--- src/rtl/w_wb_queue_pkg.sv ---
// Shared sizing constants and the entry layout for the W-stage write-back queue.
package w_wb_queue_pkg;

  localparam int WBQ_DEPTH = 4;
  localparam int WBQ_PTR_W = 2;

  typedef struct packed {
    logic        valid;
    logic [4:0]  addr;
    logic [31:0] data;
    logic [31:0] pc;
  } wbq_entry_t;

  // Register $0 is never written, so a zero address marks an idle request.
  function automatic logic req_active(input logic v, input logic [4:0] a);
    return v && (a != 5'd0);
  endfunction

endpackage

--- src/rtl/w_wb_queue.sv ---
// Register-file write arbiter: the pipeline W stage always wins, late producers are
// queued and drained on idle cycles, and stale queued writes are squashed by newer W writes.
module w_wb_queue
  import w_wb_queue_pkg::*;
#(
  parameter int DEPTH = WBQ_DEPTH,
  parameter int PTR_W = WBQ_PTR_W
) (
  input  logic        clk,
  input  logic        reset,
  input  logic        a_valid,
  input  logic [4:0]  a_addr,
  input  logic [31:0] a_data,
  input  logic [31:0] a_pc,
  input  logic        b_valid,
  input  logic [4:0]  b_addr,
  input  logic [31:0] b_data,
  input  logic [31:0] b_pc,
  output logic        b_ready,
  output logic [4:0]  A3,
  output logic [31:0] WD,
  output logic [31:0] WPC,
  input  logic [4:0]  q_addr1,
  input  logic [4:0]  q_addr2,
  output logic        busy1,
  output logic        busy2,
  output logic [2:0]  count
);

  localparam logic [2:0]       DEPTH_C  = 3'(DEPTH);
  localparam logic [PTR_W-1:0] LAST_PTR = PTR_W'(DEPTH - 1);

  // Handshake: a b request transfers on a posedge where b_valid && b_ready; b_ready
  // depends only on registered occupancy, never on this cycle's pop or A traffic.

  wbq_entry_t       mem [DEPTH];
  logic [PTR_W-1:0] rd_ptr;
  logic [PTR_W-1:0] wr_ptr;
  logic             a_act;
  logic             b_act;
  logic             empty;
  logic             push;
  logic             pop;
  wbq_entry_t       head;

  function automatic logic [PTR_W-1:0] ptr_next(input logic [PTR_W-1:0] p);
    return (p == LAST_PTR) ? '0 : p + 1'b1;
  endfunction

  assign a_act   = req_active(a_valid, a_addr);
  assign b_act   = req_active(b_valid, b_addr);
  assign empty   = (count == 3'd0);
  assign b_ready = (count < DEPTH_C);
  assign push    = b_act && b_ready;
  assign pop     = !a_act && !empty;
  assign head    = mem[rd_ptr];

  // A squashed head still consumes its slot, but drives a null write.
  always_comb begin
    A3  = '0;
    WD  = '0;
    WPC = '0;
    if (a_act) begin
      A3  = a_addr;
      WD  = a_data;
      WPC = a_pc;
    end else if (!empty && !reset && head.valid) begin
      A3  = head.addr;
      WD  = head.data;
      WPC = head.pc;
    end
  end

  // Valid bits outside the occupied window are always clear, so a full scan is exact.
  always_comb begin
    busy1 = 1'b0;
    busy2 = 1'b0;
    for (int i = 0; i < DEPTH; i++) begin
      if (mem[i].valid && (q_addr1 != 5'd0) && (mem[i].addr == q_addr1)) busy1 = 1'b1;
      if (mem[i].valid && (q_addr2 != 5'd0) && (mem[i].addr == q_addr2)) busy2 = 1'b1;
    end
  end

  always_ff @(posedge clk) begin
    if (reset) begin
      rd_ptr <= '0;
      wr_ptr <= '0;
      count  <= '0;
      for (int i = 0; i < DEPTH; i++) mem[i].valid <= 1'b0;
    end else begin
      for (int i = 0; i < DEPTH; i++) begin
        if (a_act && (mem[i].addr == a_addr)) mem[i].valid <= 1'b0;
      end
      if (pop) begin
        mem[rd_ptr].valid <= 1'b0;
        rd_ptr            <= ptr_next(rd_ptr);
      end
      // Written last so a same-cycle push is younger than the A write and survives.
      if (push) begin
        mem[wr_ptr].valid <= 1'b1;
        mem[wr_ptr].addr  <= b_addr;
        mem[wr_ptr].data  <= b_data;
        mem[wr_ptr].pc    <= b_pc;
        wr_ptr            <= ptr_next(wr_ptr);
      end
      case ({push, pop})
        2'b10:   count <= count + 3'd1;
        2'b01:   count <= count - 3'd1;
        default: count <= count;
      endcase
    end
  end

endmodule

--- config.mk ---
export PLATFORM = sky130hd
export DESIGN_NAME = w_wb_queue
export DESIGN_NICKNAME = d
export VERILOG_FILES = /design/src/rtl/w_wb_queue_pkg.sv /design/src/rtl/w_wb_queue.sv
export SDC_FILE = /design/constraint.sdc
export NUM_CORES = 1
export LEC_CHECK = 0
export BUFFER_PORTS_ARGS = -buffer_cell sky130_fd_sc_hd__buf_2
export CORE_MARGIN = 4
export CORE_UTILIZATION = 40
export CTS_BUF_LIST = sky130_fd_sc_hd__clkbuf_8
export DETAILED_ROUTE_END_ITERATION = 6
export GPL_TIMING_DRIVEN = 0
export SYNTH_ARGS = -nofsm -noshare
export SYNTH_HDL_FRONTEND = slang
export SYNTH_SLANG_ARGS = --single-unit
--- constraint.sdc ---
create_clock -name clk -period 14.05 [get_ports clk]
set_input_delay 0.7025 -clock clk [delete_from_list [all_inputs] [get_ports clk]]
set_output_delay 0.7025 -clock clk [all_outputs]
set_load 0.01 [all_outputs]
Word level (Yosys, flattened, before mapping)
Memories as Yosys holds them, arrays and structs flattened. A register that Yosys moved wholly into a read port is not among the register bits.
Cells that the tools add are included.
{ "word_totals": {"wordCells": 111, "mem_bits_rw": 280, "output_inout_bits": 75, "n_memories": 1, "input_bits": 152, "register_bits": 7} }
{ "classes": {"n_reduce_logical": 36, "bitwise": 4, "n_addsub": 4, "n_eq_ne": 16, "order_cmp": 1, "muxes": 46} }
{ "mem_list": {"columns": ["name", "depth", "word_bits", "read_ports", "rd_ports_with_merged_regs", "wr", "line_no", "source"], "rows": [
  ["mem", 4, 70, 5, 1, 5, "w_wb_queue.sv:36", "wbq_entry_t mem [DEPTH];"]
]} }
{ "op_table": {"columns": ["cell", "n"], "rows": [
  ["two-way mux 32 bit", 4],
  ["two-way mux 70 bit", 1],
  ["OR reduction 70 bit", 1],
  ["equality test 5 bit", 12],
  ["two-way mux 1 bit", 32],
  ["logical AND 1 bit", 26],
  ["nonzero test 5 bit", 4],
  ["two-way mux 2 bit", 6],
  ["two-way mux 5 bit", 2],
  ["equality test 2 bit (second input constant)", 3],
  ["case mux 3 bit (2 select lines)", 1],
  ["adder 2 x 1 -> 2 bit (second input constant)", 2],
  ["OR 1 bit", 4],
  ["adder 3 x 1 -> 3 bit (second input constant)", 1],
  ["zero test 1 bit", 3],
  ["zero test 3 bit", 1],
  ["less-than comparator 3 bit (second input constant)", 1],
  ["subtractor 3 x 1 -> 3 bit (second input constant)", 1],
  ["equality test 2 x 1 -> 1 bit (second input constant)", 1],
  ["nonzero test 2 bit", 1]
]} }

Logic depth before layout (Yosys ltp)
Gate-level depths: netlist of the first run.
{ "logic_depth": {"depth_word": 9, "depth_mapped": 10} }

Worst setup path after synthesis of the first run
Ideal clock, no wire load.
{ "synth_timing": {"path_type": "input to register", "start": "in reset", "end": "mem mem[0][0] in the netlist's numbering (enable)", "n_path_buf": 1, "cell_stages": 2, "slack_ps": 5254, "arrival_ps": 8102, "setup_time_ps": 694, "cell_sequence": "clkbuf_1 nor4b_1"} }
{ "synth_lines": {"columns": ["item", "line_no", "source"], "rows": [
  ["start: declaration", "w_wb_queue.sv:10", "input logic reset,"],
  ["end: declaration", "w_wb_queue.sv:36", null]
]} }

==> flow_summary.ini, run 1 <==
[power_and_ir_drop]
powerDensity_mw_per_mm2 = 135
swShare_pct = 25.6
power.total_mw = 2.02
p_leak_nw = 5.71
ir_worst_vdd_mv = 0.0686
pwr-share-seq_pct = 50.0
comb_power_share_pct = 17.4
p_switching_uw = 518
clkPwrFrac_pct = 32.6
power.internal_mw = 1.51

[timing]
rsz0062_at_grt = no
post-route-period-util_pct = 23.9
fin_setup_tns_ps = 0
drv_slew = 0
slew-limit-headroom_pct = 34.9
tightest_slew_ps = 973
fin_skew_ps = 14.7
min_period_ps = 3360
whs_ps = 367
hold_viol = 0
fmax_ghz = 0.298
setup_viol = 0

[synth]
synth_top_area_share_pct = 66.7
ys_seq_area_share_pct = 68.8
synth-seq-cells = 289
synth_edf_count = 276
ys_warn_count = 0
synth_nets = 925
synth-xor-area-share_pct = 4.37
synthDistinctLibCells = 37
synth_top_family_by_area = multiplexers
synth_area_per_cell_um2 = 16.3
syn_area_mm2 = 0.0124
async_flop_share_pct = 0
synth_top_cell_by_area = edfxtp_1
synthFlopType = edfxtp_1
synth_mux_area_share_pct = 12.9
synth_area_leaders = edfxtp_1 67%, mux4_2 13%, xor2_1 3.2%
yosys.area_share.adder_pct = 1.07
yosys.area_share.simple_pct = 4.46
synthCells = 763
synth_compound_area_share_pct = 4.04

[worst_setup_path]
crit_family = buffers and inverters
crit_required_ps = 13350
start_kind = flop
critical_path.most_common_cell = buf_2
critPathBufInv = 5
cpPeakStageDelay_ps = 560
crit_chain = buf_2, buf_4, buf_2, mux4_2, inv_1, o21ai_2, buf_2
critPathSlowestCell = mux4_2
endpoint_kind = output pin
cp.arrival_ps = 2650
cp_max_fo = 10
reg2reg_slack_ps = 11570
crit_type = reg2out

[die]
fp.dieW_um = 184
start_util_pct = 40.6
rows = 64
core_mm2 = 0.0306
fp.dieArea_mm2 = 0.0340
die_h_um = 184
ios = 227

[clock_tree]
cts_root_buf = clkbuf_8
cts_sinks = 289
cts_tree = done
cts-buffers-inserted = 49
postCtsHoldBufs = 0
clk_pin_slew_ps = 50
h-tree-depth = 2
max-clock-path-buffers = 3
cts.repair.resized = 0
clk_latency_ps = 540
postCtsSetupBuffers = 0

[global_route]
grt_max_degree = 54
grt_first_pass_wirelength_um = 42600
overflow = 0
antenna_found_initial = 4
grt.total_usage_pct = 16.4
grt_pass1_vias = 7516

[run_status]
status = complete, no violations

[detailed_routing]
ant_nets = 0
first_pass_iters = 4
first_iter_violations = 461
vias_per_cell = 4.94
drc = 0
totalWireLength_um = 27900
vias = 7259
avgRoutedWirePerCell_um = 19.0

[placement]
place.gp.congestion = 0.851
hpwl_um = 19100
port_buffers = 209
postPlaceCellArea_mm2 = 0.0141

[min_path]
hold_class = in2reg

[cells_and_area]
nets = 1199
fin_util_pct = 49.1
fillers = 2724
stdcell_area_mm2 = 0.0150
drive_above_1_share_pct = 36.9
syn_to_final_growth_pct = 20.8

[job]
drv_cap = 0
-- layout make-up --
type	instances	area [um2]	area share, %
diodes	1	2.50	0.0167
plain buffers	47	249	1.66
clock buffers	50	688	4.58
clock inverters	37	176	1.17
inverters	78	293	1.95
multi-input cells	349	3350	22.3
flip-flops and latches	289	8550	56.9
well taps	396	495	3.30
repair buffers	223	1210	8.07
-- cells in the final DEF, fill, tap and decap left out, drive strengths merged, types with 5 or more instances in the layout --
cell      n
inv      95
nor3      5
ha        9
o21ai    72
clkinv   19
dfxtp    13
buf     247
nand2    74
nand3     9
mux4     70
edfxtp  276
xnor2    16
xor2     46
nor4      8
clkbuf   73
nor2      7
nand4     6
-- power groups by stage --
stage / clock network [mW] / registers (mW) / logic (mW)
3_5_place_dp: 0 / 1.03 / 0.360
5_1_grt: 0.727 / 1.02 / 0.394
6_report: 0.661 / 1.01 / 0.352
2_1_floorplan: 0 / 1.03 / 0.237
4_1_cts: 0.686 / 1.01 / 0.362
3_3_place_gp: 0 / 1.04 / 0.348
-- logic make-up after synthesis --
kind of cell / count (synthesis)
flip-flops: 289
buffers and inverters: 125
AND/OR/NAND/NOR: 120
AO/OA/AOI/OAI: 84
multiplexers: 73
XOR/XNOR: 62
adder cells (fa/ha/maj): 10
-- through the flow --
stage               worst slack (ps)  instances
floorplan                       5250        763
global placement               -1510       1368
detailed placement             10500       1382
CTS                            10570       1469
global route                   10470       1470
finish                         10690       1470
-- final timing paths --
check             startpoint    endpoint  cells past startpoint
setup reg to reg   wr_ptr[0]  mem[0][39]                      7
hold reg to reg    wr_ptr[0]   wr_ptr[0]                      2
setup / recovery        flop       WD[7]                      7
hold / removal      b_pc[25]  mem[0][25]                      1
-- cells in the mapped netlist (6+ instances only) --
library cell,n
o21ai_0,62
nand3_1,8
ha_1,9
buf_2,16
xor2_1,46
nor2_1,7
xnor2_1,16
nand4_1,6
edfxtp_1,276
clkbuf_1,18
mux4_2,70
nor4_1,8
dfxtp_1,13
o21ai_2,10
inv_1,78
nand2_1,74
-- sequential cells by signal, summed over array words and instances (netlist names), named ones only --
register and cells:
count 3, mem 280, wr_ptr 2, rd_ptr 2
-- worst reg2reg max path, cell delays in order (launching register included) --
cell     delay [ps]
dfxtp_1         350
inv_1            90
ha_1            140
nor4b_2         780
buf_4           320
buf_4           190
buf_4           170
buf_4           160
-- routing by layer --
metal | global-route usage (%) | up-vias | part of all wire [%]
li1 | - | 3403 | -
met1 | 22.0 | 3575 | 43
met2 | 26.8 | 218 | 48
met3 | 3.57 | 59 | 6.2
met4 | 5.26 | 4 | 2.7
met5 | 0 | - | 0.050
(Power assumes the default switching activity.)
==> run 2: changes to the inputs <==
- clock period: 14.05 -> 2.7 ns (I/O delays scaled with it)
==> run 2 against run 1 <==
Net effect: flip-flop and latch count is the same; final cell count grew 3.9%; utilization grew 2.3 points; worst hold slack lost 310 ps; clock skew grew 18 ps; routed wire length grew 3.3%; cell area grew 4.6%; first-iteration DRC count shrank 18%; die area is the same; combinational power grew to 5.5 times the previous value; critical path type is now in2reg; largest power group unchanged.
==> flow_summary.ini, run 2 (synthesis gave the netlist of run 1 again) <==
[cells_and_area]
largestRegisters = mem (280), count (3)
drive_above_1_share_pct = 34.9
largest_reg_flops = 280
mostFrequentLayoutCells = 276 x edfxtp_1, 219 x buf_2, 95 x inv_1, 74 x nand2_1, 70 x mux4_2
syn_to_final_growth_pct = 26.4
largest_register = mem
nets = 1260
final_common_cell = edfxtp_1
final_cell_count_no_fill = 1527

[detailed_routing]
vias = 7517
first_pass_iters = 4
first_iter_violations = 378
avgRoutedWirePerCell_um = 18.9
ant_nets = 0
totalWireLength_um = 28900
vias_per_cell = 4.92
drc = 0

[die]
rows = 64
core_mm2 = 0.0306
ios = 227
start_util_pct = 40.6
die_h_um = 184
fp.dieW_um = 184
fp.dieArea_mm2 = 0.0340

[global_route]
antenna_found_initial = 2
grt_max_degree = 51
grt.total_usage_pct = 17.0
grt_pass1_vias = 7822
grt_first_pass_wirelength_um = 44400
overflow = 0

[worst_setup_path]
cp.arrival_ps = 3030
start_kind = primary input
rr_endpoint = count[2]
r2r_cells = 8
crit_required_ps = 3150
cp_max_fo = 5
r2r_start = count[2]
crit_type = in2reg
reg2reg_slack_ps = 500
endpoint_kind = flop

[timing]
slew-limit-headroom_pct = 36.0
tightest_slew_ps = 956
whs_ps = 52.6
post-route-period-util_pct = 95.6
fin_skew_ps = 32.7
hold_viol = 0
rsz0062_at_grt = no
min_period_ps = 2580
fin_ws_ps = 120
fmax_ghz = 0.388
setup_viol = 0
fin_setup_tns_ps = 0
drv_slew = 0

[min_path]
hold_path_depth = 2
min_from = reset
holdPathEnd = count[0]
hold_class = in2reg

[placement]
port_buffers = 209
dp_slack_ps = -393
hpwl_um = 19400
dp.cells = 1377
place.gp.congestion = 0.851

[power_and_ir_drop]
power.total_mw = 10.6
ir_worst_vdd_mv = 0.357
p_leak_nw = 5.98
powerDensity_mw_per_mm2 = 672

[clock_tree]
postCtsSetupBuffers = 0
max-clock-path-buffers = 3
clk_pin_slew_ps = 60
h-tree-depth = 2
cts_sinks = 289
clk_latency_ps = 560
cts-buffers-inserted = 47
cts_root_buf = clkbuf_8
cts_tree = done

[job]
drv_cap = 0

[run_status]
status = complete, no violations
[run 2: layout make-up]
type	count	area [um2]
Fill cell	2637	14900
Sequential cell	289	8550
Multi-Input combinational cell	349	3370
Timing Repair Buffer	287	1900
Clock buffer	47	647
Tap cell	396	495
Inverter	78	293
Buffer	46	270
Clock inverter	34	175
Antenna cell	1	2.50
[run 2: worst max-delay path by stage]
stage | from | endpoint
2_1_floorplan | wr_ptr[1] | mem[0][0]
3_3_place_gp | b_addr[2] | mem[0][26]
3_5_place_dp | b_addr[0] | count[2]
4_1_cts | flop | A3[2]
5_1_grt | flop | WD[4]
6_report | b_addr[1] | count[2]
[run 2: layer usage]
layer | GRT usage [%] | vias to the layer above | share of wire [%] | routed length [um]
li1 | - | 3534 | - | -
met1 | 23.1 | 3709 | 44 | 12700
met2 | 28.3 | 236 | 48 | 13800
met3 | 3.36 | 38 | 6.1 | 1770
met4 | 4.41 | 0 | 1.9 | 535
met5 | 0 | - | 0 | 0
[run 2: worst max-delay path, cell delays in order]
cell and delay [ps]:
dlygate4sd3_1 540, buf_2 150, o21ai_0 660, nand2b_1 300
ha_1 210, inv_1 60, fa_1 370, xor2_1 160
or3_1 310, a21oi_1 150
[run 2: power by group]
part	switching, mW	total (mW)	internal (mW)	leakage [nW]
clock	1.64	3.36	1.72	0.487
sequential	0.104	5.27	5.17	2.61
combinational	0.985	1.93	0.944	2.88
total	2.73	10.6	7.83	5.98
[run 2: per-stage QoR]
stage,instance area [um2],utilization [%]
after global placement,14000,45.8
after CTS,15700,51.3
final,15700,51.3
after global routing,15700,51.3
after detailed placement,14200,46.3
after floorplan,12500,-
[run 2: timing repair]
item | in CTS | in global routing
setup endpoints to repair | 12 | 50
hold buffers | 69 | 0
endpoints found under the hold margin | 276 | 0
gates resized for setup | 2 | 13
==> run 3: changes to the inputs <==
- REMOVE_ABC_BUFFERS: not set -> 1
==> run 3 against run 2 <==
Net effect: sequential power increased by 0.8%; routed wire length rose by 1.5%; flip-flop and latch count did not move; final cell count is essentially flat; clock power decreased by 1%; non-clock buffer count down 1.
==> flow_summary.ini, run 3 (synthesis gave the netlist of run 1 again) <==
[worst_setup_path]
crit_type = reg2out
crit_required_ps = 2570
cp.arrival_ps = 2460
endpoint_kind = output pin
reg2reg_slack_ps = 480
cp_max_fo = 21
start_kind = flop

[placement]
port_buffers = 226
hpwl_um = 17100
place.gp.congestion = 0.849
dp_slack_ps = -92.0

[die]
die_h_um = 184
core_mm2 = 0.0306
ios = 227
fp.dieArea_mm2 = 0.0340
fp.dieW_um = 184
start_util_pct = 40.6
rows = 64

[cells_and_area]
mostFrequentLayoutCells = 276 x edfxtp_1, 226 x buf_2, 97 x inv_1, 74 x nand2_1
largest_register = mem
largest_reg_flops = 280
syn_to_final_growth_pct = 27.8
largestRegisters = mem (280), count (3)
nets = 1262
drive_above_1_share_pct = 35.9
fin_util_pct = 51.9
final_common_cell = edfxtp_1

[power_and_ir_drop]
powerDensity_mw_per_mm2 = 671
comb_power_share_pct = 19.1
swShare_pct = 25.7
ir_worst_vdd_mv = 0.401
p_leak_nw = 6.05
clkPwrFrac_pct = 31.0
power.internal_mw = 7.92
pwr-share-seq_pct = 49.9
power.total_mw = 10.7
p_switching_mw = 2.74

[detailed_routing]
first_iter_violations = 326
totalWireLength_um = 29300
vias = 7567
drc = 0
ant_nets = 0
vias_per_cell = 4.95
avgRoutedWirePerCell_um = 19.2
first_pass_iters = 5

[clock_tree]
max-clock-path-buffers = 3
clk_latency_ps = 540
cts_sinks = 289
cts_root_buf = clkbuf_8
h-tree-depth = 2
cts_tree = done
cts-buffers-inserted = 47
clk_pin_slew_ps = 60

[timing]
setup_viol = 0
post-route-period-util_pct = 95.9
fin_ws_ps = 109
rsz0062_at_grt = no
whs_ps = 113
slew-limit-headroom_pct = 49.0
hold_viol = 0
fin_skew_ps = 17.9
fmax_ghz = 0.386
fin_setup_tns_ps = 0
drv_slew = 0
min_period_ps = 2590
tightest_slew_ps = 764

[global_route]
grt.total_usage_pct = 17.0
grt_pass1_vias = 7858
antenna_found_initial = 1
grt_first_pass_wirelength_um = 44500
grt_max_degree = 69
overflow = 0

[min_path]
hold_class = in2reg

[job]
drv_cap = 0

[run_status]
status = complete, no violations
[run 3: cell types whose count changed in the layout (fill, tap and decap cells not counted), moves of 3 or more]
cell,previous run,this run
clkbuf_2,4,0
clkbuf_4,8,0
nand3_4,1,4
clkbuf_1,17,0
buf_12,1,5
buf_6,6,1
buf_16,3,6
buf_4,3,22
buf_2,219,226
dfxtp_2,3,0
[run 3: power by group through the flow]
stage | registers [mW] | clock network [mW] | logic (mW)
global route | 5.34 | 3.64 | 2.26
CTS | 5.33 | 3.43 | 1.98
finish | 5.31 | 3.31 | 2.04
detailed placement | 5.49 | 0 | 1.70
floorplan | 5.52 | 0 | 1.06
global placement | 5.66 | 0 | 1.60
[run 3: path summary, 6_finish.rpt]
path	endpoint	cells after the start	startpoint
min reg2reg	wr_ptr[0]	2	wr_ptr[0]
min	mem[0][65]	3	b_valid
max reg2reg	count[2]	9	count[2]
max	WPC[24]	6	flop
[run 3: through the flow]
step	area, um2	std cells
2_1_floorplan	12200	716
3_5_place_dp	14100	1355
5_1_grt	15900	1527
4_1_cts	15800	1522
3_3_place_gp	13800	1338
6_report	15900	1528
[run 3: critical path, cell delays in order (launching register included)]
cell and delay [ps]:
dfxtp_4 410, buf_16 200, mux4_2 700, nand3_4 160, buf_12 160, o21ai_0 110
buf_2 150
[run 3: what timing repair did]
| action | 4_1_cts | 5_1_grt |
|---|---|---|
| gates cloned | 3 | 1 |
| buffers inserted | 14 | 4 |
| hold buffers | 70 | 0 |
| endpoints found under the hold margin | 285 | 0 |
| resized for setup | 3 | 1 |
| endpoints found under the setup margin | 69 | 37 |
[run 3: area by class of cell]
type	instances	area, um2
diodes	1	2.50
clock buffers	48	661
clock inverters	32	151
fillers	2617	14700
inverters	78	293
multi-input cells	352	3410
flip-flops and latches	289	8560
well taps	396	495
repair buffers	332	2310
[run 3: per-layer routing]
layer,vias up,part of all wire [%],global-route usage [%]
li1,3539,-,-
met1,3746,43,22.7
met2,227,50,29.2
met3,53,5.7,2.86
met4,2,1.8,4.41
met5,-,0.041,0
